--- src/rtl/mem_port_arbiter.sv ---
// Fetch/data arbiter for the single-ported unified memory; data first, fetch never starved past STARVE_LIMIT.
// Grant to ready takes 2+N cycles (N = memory wait cycles); requesters hold their level request until their ready pulse.
module mem_port_arbiter #(
  parameter int STARVE_LIMIT = 4
) (
  input  logic        clk,
  input  logic        rst,
  input  logic        i_req,
  input  logic [15:0] i_addr,
  output logic [15:0] i_rdata,
  output logic        i_ready,
  input  logic        d_read,
  input  logic        d_write,
  input  logic [15:0] d_addr,
  input  logic [15:0] d_wdata,
  output logic [15:0] d_rdata,
  output logic        d_ready,
  output logic        m_en,
  output logic        m_we,
  output logic [15:0] m_addr,
  output logic [15:0] m_wdata,
  input  logic [15:0] m_rdata,
  input  logic        m_ack,
  output logic        busy
);

  localparam int SW = $clog2(STARVE_LIMIT + 1);
  localparam logic [SW-1:0] LIMIT_V = SW'(STARVE_LIMIT);

  typedef enum logic [1:0] {
    IDLE  = 2'd0,
    IBUSY = 2'd1,
    DBUSY = 2'd2,
    RESP  = 2'd3
  } state_t;

  state_t        state_q, state_d;
  logic [SW-1:0] streak_q, streak_d;
  logic          m_en_q, m_en_d;
  logic          m_we_q, m_we_d;
  logic [15:0]   m_addr_q, m_addr_d;
  logic [15:0]   m_wdata_q, m_wdata_d;
  logic [15:0]   i_rdata_q, i_rdata_d;
  logic [15:0]   d_rdata_q, d_rdata_d;
  logic          i_ready_q, i_ready_d;
  logic          d_ready_q, d_ready_d;

  logic d_req;
  logic grant_i;
  logic grant_d;

  always_comb begin
    state_d   = state_q;
    streak_d  = streak_q;
    m_en_d    = m_en_q;
    m_we_d    = m_we_q;
    m_addr_d  = m_addr_q;
    m_wdata_d = m_wdata_q;
    i_rdata_d = i_rdata_q;
    d_rdata_d = d_rdata_q;
    i_ready_d = 1'b0;
    d_ready_d = 1'b0;
    d_req     = d_read | d_write;
    grant_i   = 1'b0;
    grant_d   = 1'b0;

    case (state_q)
      IDLE: begin
        // A fetch that has watched STARVE_LIMIT data grants go by jumps the queue once.
        if (d_req && i_req && (streak_q == LIMIT_V)) begin
          grant_i = 1'b1;
        end else if (d_req) begin
          grant_d = 1'b1;
        end else if (i_req) begin
          grant_i = 1'b1;
        end

        if (grant_d) begin
          state_d   = DBUSY;
          m_en_d    = 1'b1;
          m_we_d    = d_write;
          m_addr_d  = d_addr;
          m_wdata_d = d_wdata;
          if (i_req && (streak_q != LIMIT_V)) begin
            streak_d = streak_q + 1'b1;
          end
        end else if (grant_i) begin
          state_d  = IBUSY;
          m_en_d   = 1'b1;
          m_we_d   = 1'b0;
          m_addr_d = i_addr;
          streak_d = '0;
        end

        if (!i_req) begin
          streak_d = '0;
        end
      end

      IBUSY: begin
        if (m_ack) begin
          state_d   = RESP;
          m_en_d    = 1'b0;
          i_rdata_d = m_rdata;
          i_ready_d = 1'b1;
        end
      end

      DBUSY: begin
        if (m_ack) begin
          state_d   = RESP;
          m_en_d    = 1'b0;
          d_ready_d = 1'b1;
          if (!m_we_q) begin
            d_rdata_d = m_rdata;
          end
        end
      end

      RESP: begin
        // Dead cycle lets the owner drop its request before arbitration resumes.
        state_d = IDLE;
      end

      default: begin
        state_d = IDLE;
      end
    endcase
  end

  always_ff @(posedge clk or posedge rst) begin
    if (rst) begin
      state_q   <= IDLE;
      streak_q  <= '0;
      m_en_q    <= 1'b0;
      m_we_q    <= 1'b0;
      m_addr_q  <= 16'h0000;
      m_wdata_q <= 16'h0000;
      i_rdata_q <= 16'h0000;
      d_rdata_q <= 16'h0000;
      i_ready_q <= 1'b0;
      d_ready_q <= 1'b0;
    end else begin
      state_q   <= state_d;
      streak_q  <= streak_d;
      m_en_q    <= m_en_d;
      m_we_q    <= m_we_d;
      m_addr_q  <= m_addr_d;
      m_wdata_q <= m_wdata_d;
      i_rdata_q <= i_rdata_d;
      d_rdata_q <= d_rdata_d;
      i_ready_q <= i_ready_d;
      d_ready_q <= d_ready_d;
    end
  end

  assign m_en    = m_en_q;
  assign m_we    = m_we_q;
  assign m_addr  = m_addr_q;
  assign m_wdata = m_wdata_q;
  assign i_rdata = i_rdata_q;
  assign d_rdata = d_rdata_q;
  assign i_ready = i_ready_q;
  assign d_ready = d_ready_q;
  assign busy    = (state_q != IDLE);

endmodule

--- config.mk ---
export PLATFORM = sky130hd
export DESIGN_NAME = mem_port_arbiter
export DESIGN_NICKNAME = d
export VERILOG_FILES = /design/src/rtl/mem_port_arbiter.sv
export SDC_FILE = /design/constraint.sdc
export NUM_CORES = 1
export LEC_CHECK = 0
export CORE_ASPECT_RATIO = 2
export CORE_MARGIN = 2
export CORE_UTILIZATION = 45
export DETAILED_ROUTE_END_ITERATION = 7
export PLACE_DENSITY = 0.85
export SYNTH_ARGS = -nofsm -noshare
export SYNTH_HDL_FRONTEND = slang
export SYNTH_SLANG_ARGS = --single-unit
--- constraint.sdc ---
create_clock -name clk -period 7.8 [get_ports clk]
set_clock_uncertainty 0.2 [all_clocks]
set_input_delay 1.95 -clock clk [delete_from_list [all_inputs] [get_ports clk]]
set_output_delay 1.95 -clock clk [all_outputs]
set_load 0.01 [all_outputs]
==> reports/summary.log <==
INFO  run_status     outcome=complete, no violations
INFO  global_route   grt_max_degree=74
INFO  cts            clock_root_cell=clkbuf_16
INFO  worst_setup_path largest_stage_delay_worst_path=0.66ns
INFO  worst_setup_path crit_family=simple AND/OR/NAND/NOR gates
INFO  timing         worst_slew_pin_tran=1.11ns
INFO  global_route   initial_antenna_violation_count=0
INFO  logic_synthesis ys_seq_area_share=57.8%
INFO  die            chip_height=123microns
INFO  worst_setup_path worst_setup_path_startpoint=i_req
INFO  worst_setup_path worst_ep_required_time=7.81ns
INFO  die            design.die.area=7750squm
INFO  place          gpl.final_weighted_congestion=0.797
INFO  logic_synthesis synthTopCellsByArea=dfrtp_1 58%, mux2_2 14%, mux2_4 4.7%
INFO  logic_synthesis synthArstFlopShare=100%
INFO  die            core_region_area=6890squm
INFO  worst_setup_path timing.critical_path.cells=clkdlybuf4s50_1 > nand3_1 > nand3_4 > mux2_2
INFO  detailed_routing routed_wire_per_std_cell=17.2microns
INFO  logic_synthesis synth.most_common_cell=dfrtp_1
INFO  logic_synthesis post_synth_net_total=319
INFO  finish         nFillCells=536
INFO  timing         setup_viol=0
INFO  timing         layout_setup_ws=3.60ns
INFO  worst_setup_path worst_setup_path_endpoint=m_wdata[13]
INFO  finish         design.final.nets=454
INFO  finish         area_growth=53.5%
INFO  timing         min_period_over_period=53.8%
INFO  run            max-cap-violations=0
INFO  pwr            leakagePower=2.04nW
INFO  finish         final-seq-area=1830squm
INFO  logic_synthesis synth.ff_latch_count=73
INFO  worst_setup_path worstReg2RegStart=streak_q[0]
INFO  finish         layout-drive-gt1-share=18.8%
INFO  logic_synthesis yosysWarningCount=0
INFO  cts            cts_htree_levels=3
INFO  cts            clkLatencyLatePin=0.33ns
INFO  detailed_routing vias_per_cell=5.22
INFO  die            placementRows=43
INFO  logic_synthesis postSynth.topFlopCell=dfrtp_1
INFO  logic_synthesis synth-edff-count=0
INFO  global_route   grt_remaining_overflow=0
INFO  pwr            power-per-cell-area=413nW/um^2
INFO  logic_synthesis syn_avg_cell_area=13.0squm
INFO  global_route   vias_in_the_first_global_route=2525
INFO  timing         slew_viol_final=0
INFO  cts            post_cts_setup_buffers=0
INFO  worst_setup_path cp.arrival=4.21ns
INFO  logic_synthesis netlist.top_cell.by_area=dfrtp_1
INFO  timing         final_period_minus_worst_setup_slack=4.20ns
INFO  die            boundaryPins=139
INFO  cts            clockBufferDepth=2
INFO  die            die-width=63.3microns
INFO  min_path       min_path_type=reg2reg
INFO  worst_setup_path regToRegEndpoint=m_wdata[13]
INFO  timing         relSlewSlack=25.6%
INFO  logic_synthesis synth_cell_type_count=30
INFO  pwr            power.ir.vdd_worst=0.000255V
INFO  die            initial_core_util=45.9%
INFO  worst_setup_path cp.buffers_inverters=1
INFO  timing         timing.setup.tns=0ns
INFO  place          dpl.hpwl=5.89mm
INFO  detailed_routing detail_route.wirelength=8.13mm
INFO  cts            cts_tree=done
INFO  logic_synthesis yosys-top-cells-count=73 x dfrtp_1, 39 x mux2_2, 19 x nor2_1
INFO  cts            post_cts.resized_instances=0
INFO  global_route   global_route_wire_length_before_repair=12.6mm
INFO  finish         multi_input_area=1200squm
INFO  place          dp_slack=3.28ns
INFO  worst_setup_path largest_driver_fanout_on_the_critical_path=20
INFO  worst_setup_path worst-r2r-setup-slack=5.28ns
INFO  cts            post_cts_hold_buffers=0
INFO  global_route   globalRouteTotalUtil=21.5%
INFO  logic_synthesis post_synth_inst_count=243
INFO  worst_setup_path cp_slowest_cell=clkdlybuf4s50_1
INFO  finish         insertedDiodeCount=0
INFO  timing         final_hold_viol_count=0
INFO  timing         max_freq=238MHz
INFO  logic_synthesis post-synth-top-area-fraction=57.8%
INFO  place          placement.io_buffers=138
INFO  worst_setup_path timing_worst_setup_path_type=in2reg
INFO  worst_setup_path worst_setup_path_end_kind=flip-flop
INFO  worst_setup_path rr_worst_depth=5
INFO  detailed_routing detail_route.drc_violations=0
INFO  cts            clock_buffers_created_by_tritoncts=9
INFO  worst_setup_path start_kind=input port
INFO  detailed_routing drt_iter0_markers=121
INFO  worst_setup_path cp_num_cells=4
INFO  cts            clock-sinks=73
INFO  detailed_routing via_count=2468
INFO  detailed_routing firstDrtPassIters=4
INFO  timing         setup_repair_after_global_routing_missed_its_margin=false
INFO  cts            clk_pin_slew=0.06ns
INFO  logic_synthesis syn_area=3160squm
INFO  detailed_routing drt.antenna.violating_nets=0
## cell type report
| type | instances | area share, % |
|---|---|---|
| clock buffers | 10 | 4.92 |
| clock inverters | 6 | 1.19 |
| inverters | 7 | 0.541 |
| multi-input cells | 148 | 24.8 |
| flip-flops and latches | 73 | 37.6 |
| well taps | 90 | 2.32 |
| repair buffers | 139 | 28.6 |
## cell families after synthesis
logic type	count (synthesis)	synth area share [%]
simple gates	32	5.11
compound gates	60	11.6
fa+ha+maj	6	2.37
buf+inv	22	4.16
mux	50	19.0
flops	73	57.8
## worst reg2reg max path: cells and delay by family (launching register included)
kind	cells	cell delay, ns
buffers and inverters	1	0.10
DFF	1	0.38
muxes	1	0.39
and+or+nand+nor	2	1.14
adders and majority gates	1	0.19
## where the power goes
group	switching [mW]	leakage, nW	internal, mW
Clock	0.150	0.148	0.254
Combinational	0.376	1.03	0.557
Sequential	0.0987	0.863	0.568
Total	0.625	2.04	1.38
## how the worst min path moves through the flow
stage | from | endpoint | cells past startpoint
floorplan | streak_q[2] | streak_q[2] | 1
global placement | d_rdata[6] | d_rdata[6] | 1
detailed placement | m_wdata[5] | m_wdata[5] | 1
CTS | m_wdata[12] | m_wdata[12] | 1
global route | i_rdata[11] | i_rdata[11] | 1
finish | i_rdata[6] | i_rdata[6] | 1
## cell usage in the layout (no fill, tap or decap), types with 3 or more instances in the layout
cell type / instances
clkbuf_16: 9
clkdlybuf4s50_1: 138
dfrtp_1: 73
a21oi_1: 18
nor2_1: 19
mux2_2: 39
a31oi_1: 18
ha_1: 6
mux2_4: 10
clkinv_2: 4
nand3_1: 3
o21ai_0: 16
inv_1: 6
## layer usage
layer / track usage [%] / wire [microns] / vias up
li1: - / - / 1143
met1: 24.8 / 2950 / 1213
met2: 38.1 / 4610 / 96
met3: 4.67 / 375 / 16
met4: 9.24 / 195 / 0
met5: 0 / 0 / -
## per-stage QoR
step	utilization [%]	hold WS [ns]	instances	instance area, sq um	total power, mW
after floorplan	-	0.283	243	3160	1.13
after global placement	66.2	0.287	457	4560	1.58
after detailed placement	66.2	0.291	457	4560	1.61
after CTS	70.5	0.305	473	4850	2.03
after global routing	70.5	0.316	473	4850	2.11
final	70.5	0.300	473	4850	2.00
## state kept, by name, summed over array words and instances, names as in the netlist
| name | flops |
|---|---|
| d_rdata | 16 |
| state_q | 2 |
| i_rdata | 16 |
| m_addr | 16 |
| i_ready | 1 |
| m_wdata | 16 |
| m_we | 1 |
| streak_q | 3 |
| d_ready | 1 |
| m_en | 1 |
(Power assumes the default switching activity.)
